### src/rtl/systolic_row_sequencer_pkg.sv
// ---------------------------------------------------------------------------
// Package : systolic_pkg
// Brief   : Shared run-state encoding and default array geometry.
// Rev     : 1.0  initial release
// ---------------------------------------------------------------------------
`default_nettype none

package systolic_pkg;

    localparam int C_ARRAY_SIZE = 9;
    localparam int C_CNT_W      = 16;

    typedef enum logic [2:0] {
        IDLE      = 3'd0,
        LOAD      = 3'd1,
        RAMP_UP   = 3'd2,
        HOLD      = 3'd3,
        RAMP_DOWN = 3'd4,
        DONE      = 3'd5
    } seq_state_e;

    function automatic logic is_busy(input seq_state_e st);
        return (st inside {LOAD, RAMP_UP, HOLD, RAMP_DOWN});
    endfunction

endpackage

`default_nettype wire

### src/rtl/systolic_row_sequencer_if.sv
// ---------------------------------------------------------------------------
// Interface : systolic_row_sequencer_if
// Brief     : Scheduler-side run request and array-side control bundle.
// Rev       : 1.0  initial release
// ---------------------------------------------------------------------------
`default_nettype none

interface systolic_row_sequencer_if
    import systolic_pkg::*;
#(
    parameter int ARRAY_SIZE = C_ARRAY_SIZE,
    parameter int CNT_W      = C_CNT_W
) ();

    logic                  clear;
    logic                  enable;
    logic                  start;
    logic [CNT_W-1:0]      load_cycles;
    logic [CNT_W-1:0]      compute_cycles;
    logic                  drain_en;
    logic                  w_load;
    logic [ARRAY_SIZE-1:0] r_en;
    logic                  s_reset;
    logic                  busy;
    logic                  done;

    modport master (
        output clear, enable, start, load_cycles, compute_cycles, drain_en,
        input  w_load, r_en, s_reset, busy, done
    );

    modport slave (
        input  clear, enable, start, load_cycles, compute_cycles, drain_en,
        output w_load, r_en, s_reset, busy, done
    );

endinterface

`default_nettype wire

### src/rtl/systolic_row_sequencer_row_stagger.sv
// ---------------------------------------------------------------------------
// Module : row_stagger_reg
// Brief  : Per-row enable shift register with STEP_CYCLES step prescaler.
// Rev    : 1.0  initial release
// ---------------------------------------------------------------------------
`default_nettype none

module row_stagger_reg #(
    parameter int ARRAY_SIZE  = 9,
    parameter int STEP_CYCLES = 1
) (
    input  wire logic                  clk,
    input  wire logic                  rst_n,
    input  wire logic                  clr,
    input  wire logic                  seed,
    input  wire logic                  drain_seed,
    input  wire logic                  step_en,
    input  wire logic                  fill,
    output logic [ARRAY_SIZE-1:0]      rows,
    output logic                       last_step
);

    localparam int             PW        = (STEP_CYCLES > 1) ? $clog2(STEP_CYCLES) : 1;
    localparam logic [PW-1:0]  C_PRE_MAX = PW'(STEP_CYCLES - 1);

    logic [PW-1:0]         r_pre;
    logic [ARRAY_SIZE-1:0] r_rows;
    logic                  w_step;

    assign w_step = step_en && (r_pre == C_PRE_MAX);
    assign rows   = r_rows;

    // Prescaler restarts on every pattern load so the first step is a full period away
    always_ff @(posedge clk or negedge rst_n) begin
        if (!rst_n) begin
            r_pre <= '0;
        end else if (clr || seed || drain_seed) begin
            r_pre <= '0;
        end else if (step_en) begin
            r_pre <= w_step ? '0 : r_pre + PW'(1);
        end
    end

    generate
        if (ARRAY_SIZE == 1) begin : g_single
            logic w_unused;
            assign w_unused  = fill;
            assign last_step = w_step;

            always_ff @(posedge clk or negedge rst_n) begin
                if (!rst_n) begin
                    r_rows <= '0;
                end else if (clr || drain_seed) begin
                    r_rows <= '0;
                end else if (seed) begin
                    r_rows <= 1'b1;
                end
            end
        end else begin : g_multi
            // Final step: all lower rows already on (fill) or already off (drain)
            assign last_step = w_step && (fill ? (&r_rows[ARRAY_SIZE-2:0])
                                               : ~(|r_rows[ARRAY_SIZE-2:0]));

            always_ff @(posedge clk or negedge rst_n) begin
                if (!rst_n) begin
                    r_rows <= '0;
                end else if (clr) begin
                    r_rows <= '0;
                end else if (seed) begin
                    r_rows <= ARRAY_SIZE'(1);
                end else if (drain_seed) begin
                    r_rows <= {{(ARRAY_SIZE-1){1'b1}}, 1'b0};
                end else if (w_step) begin
                    r_rows <= {r_rows[ARRAY_SIZE-2:0], fill};
                end
            end
        end
    endgenerate

endmodule

`default_nettype wire

### src/rtl/systolic_row_sequencer.sv
// ---------------------------------------------------------------------------
// Module : systolic_row_sequencer
// Brief  : Run controller: weight load, row ramp-up, hold, optional drain, done.
// Rev    : 1.0  initial release
// ---------------------------------------------------------------------------
`default_nettype none

module systolic_row_sequencer
    import systolic_pkg::*;
#(
    parameter int ARRAY_SIZE  = C_ARRAY_SIZE,
    parameter int STEP_CYCLES = 1,
    parameter int CNT_W       = C_CNT_W
) (
    input  wire logic               s_clk,
    input  wire logic               reset,
    systolic_row_sequencer_if.slave bus
);

    // A single-row array has no ramp phases to walk through
    localparam seq_state_e C_FILL_DEST  = (ARRAY_SIZE == 1) ? HOLD : RAMP_UP;
    localparam seq_state_e C_DRAIN_DEST = (ARRAY_SIZE == 1) ? DONE : RAMP_DOWN;

    seq_state_e            r_state;
    seq_state_e            w_next;
    logic [CNT_W-1:0]      r_cnt;
    logic [CNT_W-1:0]      w_cnt_next;
    logic [CNT_W-1:0]      r_comp_len;
    logic [CNT_W-1:0]      w_comp_in;
    logic                  r_drain;
    logic                  w_latch;
    logic                  w_seed;
    logic                  w_drain_seed;
    logic                  w_step_en;
    logic                  w_fill;
    logic                  w_clr_rows;
    logic                  w_last_step;
    logic [ARRAY_SIZE-1:0] w_rows;
    logic                  r_w_load;
    logic                  r_s_reset;
    logic                  r_busy;
    logic                  r_done;

    assign w_comp_in = (bus.compute_cycles == '0) ? CNT_W'(1) : bus.compute_cycles;

    always_ff @(posedge s_clk or negedge reset) begin
        if (!reset) begin
            r_state <= IDLE;
        end else begin
            r_state <= w_next;
        end
    end

    always_comb begin
        w_next       = r_state;
        w_cnt_next   = r_cnt;
        w_latch      = 1'b0;
        w_seed       = 1'b0;
        w_drain_seed = 1'b0;
        w_step_en    = 1'b0;
        w_fill       = 1'b1;
        w_clr_rows   = 1'b0;

        if (bus.clear) begin
            w_next     = IDLE;
            w_cnt_next = '0;
            w_clr_rows = 1'b1;
        end else begin
            case (r_state)
                IDLE: begin
                    if (bus.start && bus.enable) begin
                        w_latch = 1'b1;
                        if (bus.load_cycles != '0) begin
                            w_next     = LOAD;
                            w_cnt_next = bus.load_cycles;
                        end else begin
                            w_seed     = 1'b1;
                            w_next     = C_FILL_DEST;
                            w_cnt_next = (ARRAY_SIZE == 1) ? w_comp_in : '0;
                        end
                    end
                end
                LOAD: begin
                    if (bus.enable) begin
                        if (r_cnt == CNT_W'(1)) begin
                            w_seed     = 1'b1;
                            w_next     = C_FILL_DEST;
                            w_cnt_next = (ARRAY_SIZE == 1) ? r_comp_len : '0;
                        end else begin
                            w_cnt_next = r_cnt - CNT_W'(1);
                        end
                    end
                end
                RAMP_UP: begin
                    if (bus.enable) begin
                        w_step_en = 1'b1;
                        if (w_last_step) begin
                            w_next     = HOLD;
                            w_cnt_next = r_comp_len;
                        end
                    end
                end
                HOLD: begin
                    if (bus.enable) begin
                        if (r_cnt == CNT_W'(1)) begin
                            w_cnt_next = '0;
                            if (r_drain) begin
                                w_drain_seed = 1'b1;
                                w_next       = C_DRAIN_DEST;
                            end else begin
                                w_clr_rows = 1'b1;
                                w_next     = DONE;
                            end
                        end else begin
                            w_cnt_next = r_cnt - CNT_W'(1);
                        end
                    end
                end
                RAMP_DOWN: begin
                    if (bus.enable) begin
                        w_step_en = 1'b1;
                        w_fill    = 1'b0;
                        if (w_last_step) begin
                            w_next = DONE;
                        end
                    end
                end
                DONE: begin
                    w_next     = IDLE;
                    w_clr_rows = 1'b1;
                end
                default: begin
                    w_next     = IDLE;
                    w_clr_rows = 1'b1;
                end
            endcase
        end
    end

    // Outputs are registered from the next state so they line up with r_en
    always_ff @(posedge s_clk or negedge reset) begin
        if (!reset) begin
            r_cnt      <= '0;
            r_comp_len <= '0;
            r_drain    <= 1'b0;
            r_w_load   <= 1'b0;
            r_s_reset  <= 1'b0;
            r_busy     <= 1'b0;
            r_done     <= 1'b0;
        end else begin
            r_cnt    <= w_cnt_next;
            r_w_load <= (w_next == LOAD);
            r_busy   <= is_busy(w_next);
            r_done   <= (w_next == DONE);
            if (w_latch) begin
                r_comp_len <= w_comp_in;
                r_drain    <= bus.drain_en;
            end
            if (bus.clear || (w_next == LOAD)) begin
                r_s_reset <= 1'b0;
            end else if (w_next != IDLE) begin
                r_s_reset <= 1'b1;
            end
        end
    end

    row_stagger_reg #(
        .ARRAY_SIZE  (ARRAY_SIZE),
        .STEP_CYCLES (STEP_CYCLES)
    ) u_rows (
        .clk        (s_clk),
        .rst_n      (reset),
        .clr        (w_clr_rows),
        .seed       (w_seed),
        .drain_seed (w_drain_seed),
        .step_en    (w_step_en),
        .fill       (w_fill),
        .rows       (w_rows),
        .last_step  (w_last_step)
    );

    assign bus.w_load  = r_w_load;
    assign bus.r_en    = w_rows;
    assign bus.s_reset = r_s_reset;
    assign bus.busy    = r_busy;
    assign bus.done    = r_done;

endmodule

`default_nettype wire

### src/flat_wrapper.sv
// flat-port wrapper written by rule: the top's interface ports become plain ports
module systolic_row_sequencer_flat import systolic_pkg::*;
#(
    parameter int ARRAY_SIZE  = C_ARRAY_SIZE,
    parameter int STEP_CYCLES = 1,
    parameter int CNT_W       = C_CNT_W
)
  (s_clk, reset, bus_clear, bus_enable, bus_start, bus_load_cycles, bus_compute_cycles, bus_drain_en, bus_w_load, bus_r_en, bus_s_reset, bus_busy, bus_done);
  systolic_row_sequencer_if #(.ARRAY_SIZE(ARRAY_SIZE), .CNT_W(CNT_W)) bus_i ();
  input  wire logic s_clk;
  input  wire logic reset;
  input wire logic [$bits(bus_i.clear)-1:0] bus_clear;
  input wire logic [$bits(bus_i.enable)-1:0] bus_enable;
  input wire logic [$bits(bus_i.start)-1:0] bus_start;
  input wire logic [$bits(bus_i.load_cycles)-1:0] bus_load_cycles;
  input wire logic [$bits(bus_i.compute_cycles)-1:0] bus_compute_cycles;
  input wire logic [$bits(bus_i.drain_en)-1:0] bus_drain_en;
  output wire logic [$bits(bus_i.w_load)-1:0] bus_w_load;
  output wire logic [$bits(bus_i.r_en)-1:0] bus_r_en;
  output wire logic [$bits(bus_i.s_reset)-1:0] bus_s_reset;
  output wire logic [$bits(bus_i.busy)-1:0] bus_busy;
  output wire logic [$bits(bus_i.done)-1:0] bus_done;
  assign bus_i.clear = bus_clear;
  assign bus_i.enable = bus_enable;
  assign bus_i.start = bus_start;
  assign bus_i.load_cycles = bus_load_cycles;
  assign bus_i.compute_cycles = bus_compute_cycles;
  assign bus_i.drain_en = bus_drain_en;
  assign bus_w_load = bus_i.w_load;
  assign bus_r_en = bus_i.r_en;
  assign bus_s_reset = bus_i.s_reset;
  assign bus_busy = bus_i.busy;
  assign bus_done = bus_i.done;
  systolic_row_sequencer #(.ARRAY_SIZE(ARRAY_SIZE), .STEP_CYCLES(STEP_CYCLES), .CNT_W(CNT_W)) u_core (.s_clk(s_clk), .reset(reset), .bus(bus_i));
endmodule
### config.mk
export PLATFORM = sky130hd
export DESIGN_NAME = systolic_row_sequencer_flat
export DESIGN_NICKNAME = d
export VERILOG_FILES = /design/src/rtl/systolic_row_sequencer_pkg.sv /design/src/rtl/systolic_row_sequencer_if.sv /design/src/rtl/systolic_row_sequencer_row_stagger.sv /design/src/rtl/systolic_row_sequencer.sv /design/src/flat_wrapper.sv
export SDC_FILE = /design/constraint.sdc
export NUM_CORES = 1
export LEC_CHECK = 0
export CORE_ASPECT_RATIO = 1.2
export CORE_MARGIN = 3
export CORE_UTILIZATION = 57
export DETAILED_ROUTE_END_ITERATION = 6
export GPL_ROUTABILITY_DRIVEN = 1
export GPL_TIMING_DRIVEN = 0
export PLACE_DENSITY = 0.95
export SYNTH_ARGS = -nofsm -noshare
export SYNTH_HDL_FRONTEND = slang
export SYNTH_SLANG_ARGS = --single-unit
### constraint.sdc
create_clock -name s_clk -period 3.7 [get_ports s_clk]
set_input_delay 0.925 -clock s_clk [delete_from_list [all_inputs] [get_ports s_clk]]
set_output_delay 0.925 -clock s_clk [all_outputs]
set_load 0.02 [all_outputs]
After elaboration in Yosys (flattened, before gate mapping)
Index checks and enable logic that the tools add are counted.
Widths: inputs -> output; s select.

storage, ports and cells
  flip-flop bits (word level) = 50
  input bits = 38
  output and inout bits = 13
  logic and storage cells = 106

operators by class
  add/sub/neg operators = 2
  equality and inequality tests = 14
  multiplexer cells = 57
  bitwise gates (word level) = 2
  reduce and logical (&&, ||, !) cells = 21

operator list
  cell                   number
  $mux 16                8
  $pmux 16 s3            1
  $mux 9                 4
  $mux 1                 30
  $mux 3                 10
  $eq 16x1->1 const B    1
  $logic_not 16->1       1
  $reduce_bool 16->1     1
  $sub 16x1->16 const B  1
  $pmux 3 s5             1
  $eq 3x2->1 const B     4
  $reduce_bool 4->1      3
  $eq 3x3->1 const B     3
  $reduce_and 8->1       1
  $reduce_or 8->1        1
  $eq 3x1->1 const B     2
  $ne 3x3->1 const B     2
  $reduce_and 5->1       1
  $pmux 1 s2             2
  $reduce_bool 2->1      2
  $reduce_or 2->1        2
  $reduce_or 4->1        1
  $logic_and 1x1->1      3
  $logic_not 3->1        1
  7 further kinds        10

Logic depth before layout (Yosys ltp)
  depth in word-level cells = 13
  depth in mapped cells = 9
  depth with buffers taken out = 8

By module
A second synthesis with hierarchy kept.

unflattened totals
  cell total of the unflattened synthesis = 302
  area, all modules = 2992.9 µm²

modules (own cells, without submodules)
  module                  instances  cells each  area each (µm²)  seq. area each (µm²)
  systolic_row_sequencer  1          249         2497.4           1001.0
  row_stagger_reg         1          53          495.5            250.2

Worst setup path before layout
No wires, ideal clock.

  path kind = input -> register
  start = input port bus_enable
  end = register u_core.r_cnt[14]
  library setup time = 121 ps
  arrival time = 2255 ps
  data required time = 3579 ps
  path slack = 1324 ps
  stages = 6
  path buffers = 1
  cell sequence = nor2b_1 -> nor4b_4 -> o21ai_2 -> a21o_1 -> buf_6 -> a32o_2

between the ends
  cells in the longest elaborated chain, start to end = 7
  elaborated cells between the ends (all ways) = 15
  classes of those cells = eq/ne (4); mux (7); reduce/logical (4)

ends and longest elaborated chain
  element                                      RTL line                                                                            RTL
  from (decl)                                  flat_wrapper.sv:13                                                                  input wire logic [$bits(bus_i.enable)-1:0] bus_enable;
  $mux 1, on equally long branches             systolic_row_sequencer.sv:120, systolic_row_sequencer.sv:95
  $mux 1, on equally long branches             -
  $mux 1                                       systolic_row_sequencer.sv:64                                                        if (bus.clear) begin
  $mux 1 or $logic_and 1x1->1 (tied branches)  systolic_row_sequencer_row_stagger.sv:61, systolic_row_sequencer_row_stagger.sv:30
  $logic_and 1x1->1                            systolic_row_sequencer_row_stagger.sv:61                                            assign last_step = w_step && (fill ? (&r_rows[ARRAY_SIZE-2:0])
  $ne 3x3->1 (no source line)                  -
  $reduce_and 5->1 (no source line) (*)        -
  to (signal assigned)                         systolic_row_sequencer.sv:151                                                       r_cnt <= w_cnt_next;
  to (decl)                                    systolic_row_sequencer.sv:26                                                        logic [CNT_W-1:0] r_cnt;

Every way passes the cells marked *; elsewhere a longest branch is shown, timed or not.
A chain may end at the register's enable or synchronous reset.

Final worst setup path
  start = input port bus_enable
  end = register u_core.r_cnt[6]

Same word-level chain as after synthesis.

==> flow_metrics.py <==
metrics = {
    "status": {
        "result_of_the_run": "completed",
    },
    "worst_setup_path": {
        "worst-r2r-setup-slack_ps": 1310,
        "path_max_fanout": 10,
        "cp-endpoint": "u_core.r_cnt[6]",
        "timing_worst_setup_path_type": "input pin to flip-flop",
        "cp_data_required_time_ps": 3930,
        "rr_worst_depth": 8,
        "worst_setup_path_end_kind": "flip-flop",
        "timing.critical_path.from": "bus_enable",
        "rr_startpoint": "u_core.r_cnt[1]",
        "crit_path_launch_type": "input pin",
        "worstReg2RegEnd": "u_core.u_rows.rows[8]",
        "worst_ep_arrival_time_ps": 3260,
    },
    "cts": {
        "cts.htree.levels": 2,
        "post-cts-setup-buffers": 0,
        "clk_root_buffer_cell": "sky130_fd_sc_hd__clkbuf_8",
        "cts_num_sinks": 50,
        "clk_transition_reported_paths_ps": 100,
        "postCtsHoldBufs": 0,
        "cts_buffers": 5,
        "tritoncts": "done",
        "clock_latency_ps": 310,
        "postCtsResizedCells": 0,
        "ctsLongestPathBuffers": 2,
    },
    "final_layout": {
        "fin_cells": 409,
        "postLayoutCoreUtil": 0.7529,
        "layout.cell_area.non_filler_um2": 3561,
        "area.growth.synth_to_final_pct": 23.90,
        "layout.filler_cells": 347,
        "post_route_cells_drive_above_1_share": 0.1339,
        "final_net_count": 390,
        "mostFrequentLayoutCells": "sky130_fd_sc_hd__dfrtp_1, sky130_fd_sc_hd__clkdlybuf4s50_1, sky130_fd_sc_hd__a21oi_1",
        "final_common_cell": "sky130_fd_sc_hd__dfrtp_1",
        "num_antenna_cells": 0,
    },
    "route": {
        "detailed_route_drc_error_count": 0,
        "number_of_vias_after_detailed_routing": 2680,
        "dr.first_iter.drc_count": 272,
        "drt_wl_total_um": 7638,
        "drt_pre_antenna_iters": 4,
        "residual_antenna_violating_net_count_after_detailed_routing": 0,
        "via_per_inst": 6.553,
        "routed_wire_length_per_instance_um": 18.67,
    },
    "logic_synthesis": {
        "synth_enable_flop_cells": 0,
        "synth-seq-area-share": 0.4354,
        "synth_compound_gate_area_share": 0.2116,
        "postSynth.asyncResetShare": 1.000,
        "synth.area.mux_share": 0.06269,
        "yosysTopAreaCell": "sky130_fd_sc_hd__dfrtp_1",
        "yosysWarningCount": 0,
        "main_combinational_cell_family_by_area_after_synthesis": "compound AO/OA/AOI/OAI gates",
        "syn_nets": 332,
        "synth_simple_gate_area_share": 0.1881,
        "yosys.cell_types.count": 50,
        "synth.area.top_cells": "sky130_fd_sc_hd__dfrtp_1, sky130_fd_sc_hd__a21oi_1, sky130_fd_sc_hd__mux2_2, sky130_fd_sc_hd__o211ai_1, sky130_fd_sc_hd__o21ai_0",
        "postSynthCellCount": 292,
        "synth_top_cell_area_share": 0.4354,
        "synth_fa_ha_area_frac": 0.008707,
        "synth_xor_xnor_area_share": 0.05442,
        "synth.avg_cell_area_um2": 9.842,
        "yosys_register_bits": 50,
        "ys_dominant_reg_cell": "sky130_fd_sc_hd__dfrtp_1",
        "mapped_area_um2": 2874,
    },
    "global_route": {
        "grt_use_total": 0.2648,
        "wire_length_of_the_first_global_routing_pass_um": 12610,
        "gr-total-overflow": 0,
        "grt_max_degree": 36,
        "antenna_found_initial": 0,
        "number_of_global_route_vias_before_repair": 2616,
    },
    "power_and_ir_drop": {
        "total_power_mw": 1.332,
        "internal_power_uw": 920.7,
        "p_clk_frac": 0.259,
        "pwr-share-seq": 0.492,
        "p_comb_frac": 0.249,
        "power_switching_uw": 410.9,
        "leakagePower_nw": 1.454,
        "vdd.ir_drop.worst_v": 0.0003104,
        "pwr_density_cell_nw_per_um2": 373.9,
        "switching_share": 0.3086,
    },
    "place": {
        "gp_congestion": 0.9401,
        "placed_cells": 401,
        "place.port_buffers": 50,
        "dpl_worst_slack_ps": 387.5,
        "placed_area_um2": 3462,
        "place.detailed.hpwl_um": 5683,
    },
    "die": {
        "die_x_um": 70.82,
        "io_pins": 51,
        "die-area_um2": 5934,
        "core_region_area_um2": 4730,
        "initial_core_utilization": 0.6077,
        "fp-row-count": 27,
        "chipHeight_um": 83.79,
    },
    "timing": {
        "drv_slew": 0,
        "final.period_utilization": 0.8194,
        "hold_violations": 0,
        "relative_slew_slack": 0.5703,
        "fin_worst_hold_slack_ps": 513.5,
        "timing.final.setup_violations": 0,
        "grt_setup_unrepaired": "no",
        "final_worst_setup_slack_ps": 668.3,
        "worst_clock_skew_ps": 9.743,
        "worst-slew-pin-transition_ps": 643.3,
        "fin_crit_ps": 3032,
        "highest_clock_rate_mhz": 329.9,
        "timing.setup.tns_ps": 0,
    },
    "hold_path": {
        "min_path_type": "input pin to asynchronous set/reset pin",
    },
    "flow_run": {
        "cap_violations": 0,
    },
}
[metal layers]
metal,vias to the layer above,GRT usage,part of all wire
met5,-,0,0
met4,0,0.1077,0.035
met3,28,0.04337,0.059
met2,126,0.4641,0.52
met1,1310,0.3178,0.39
li1,1216,-,-
[flip-flops by register name, summed over array words and instances (netlist names), 3 cells and up]
| signal | cells |
|---|---|
| u_core.r_cnt | 16 |
| u_core.r_comp_len | 16 |
| u_core.u_rows.rows | 9 |
| u_core.r_state | 3 |
[power groups by stage]
stage	Clock, mW	Combinational [mW]	Sequential (mW)
2_1_floorplan	0	0.207	0.653
3_3_place_gp	0	0.308	0.660
3_5_place_dp	0	0.322	0.664
4_1_cts	0.350	0.327	0.654
5_1_grt	0.375	0.361	0.664
6_report	0.345	0.331	0.656
[logic make-up (layout without fill, tap and decap cells)]
family,Yosys count,in the layout
mux,16,16
xor+xnor,17,17
fa+ha+maj,2,2
compound gates,94,94
buf+inv,20,79
flops,50,50
simple gates,93,93
[layout make-up]
class,instances,area [um2],share of cell area
Multi-Input combinational cell,222,1510,0.4241
Sequential cell,50,1251,0.3514
Timing Repair Buffer,51,515.5,0.1448
Buffer,16,97.59,0.02741
Clock buffer,6,82.58,0.02319
Tap cell,58,72.57,0.02038
Clock inverter,2,16.27,0.004568
Inverter,4,15.01,0.004216
[synth_stat cells (3+ instances only)]
cell type and count:
sky130_fd_sc_hd__and3_1 5, sky130_fd_sc_hd__o21ai_0 19, sky130_fd_sc_hd__mux2_2 16, sky130_fd_sc_hd__xor2_1 10, sky130_fd_sc_hd__dfrtp_1 50, sky130_fd_sc_hd__nand2b_1 3
sky130_fd_sc_hd__xnor2_1 6, sky130_fd_sc_hd__a221o_1 8, sky130_fd_sc_hd__nand4_1 7, sky130_fd_sc_hd__nor2b_1 5, sky130_fd_sc_hd__clkbuf_1 8, sky130_fd_sc_hd__nor3_1 6
sky130_fd_sc_hd__nand3_1 6, sky130_fd_sc_hd__nor4_1 11, sky130_fd_sc_hd__nand2_1 21, sky130_fd_sc_hd__o211ai_1 14, sky130_fd_sc_hd__inv_1 4, sky130_fd_sc_hd__buf_6 4
sky130_fd_sc_hd__a21oi_1 38, sky130_fd_sc_hd__nor2_1 13
[critical path: stages]
cell and delay [ps]:
sky130_fd_sc_hd__clkdlybuf4s50_1 590, sky130_fd_sc_hd__nor2b_1 240, sky130_fd_sc_hd__nor4b_4 560, sky130_fd_sc_hd__o21ai_2 220, sky130_fd_sc_hd__a21oi_4 270, sky130_fd_sc_hd__buf_6 180, sky130_fd_sc_hd__o211ai_1 100, sky130_fd_sc_hd__a21oi_1 170
[worst min-delay path by stage]
stage | endpoint | slack, ps | cells after the start
floorplan | u_core.r_comp_len[10] | 480 | 1
global placement | u_core.r_comp_len[15] | 490 | 1
detailed placement | u_core.r_comp_len[6] | 500 | 1
CTS | u_core.u_rows.rows[4] | 520 | 1
global route | u_core.u_rows.rows[4] | 530 | 1
finish | u_core.u_rows.rows[4] | 510 | 1
Power figures use the tool's default switching activity.
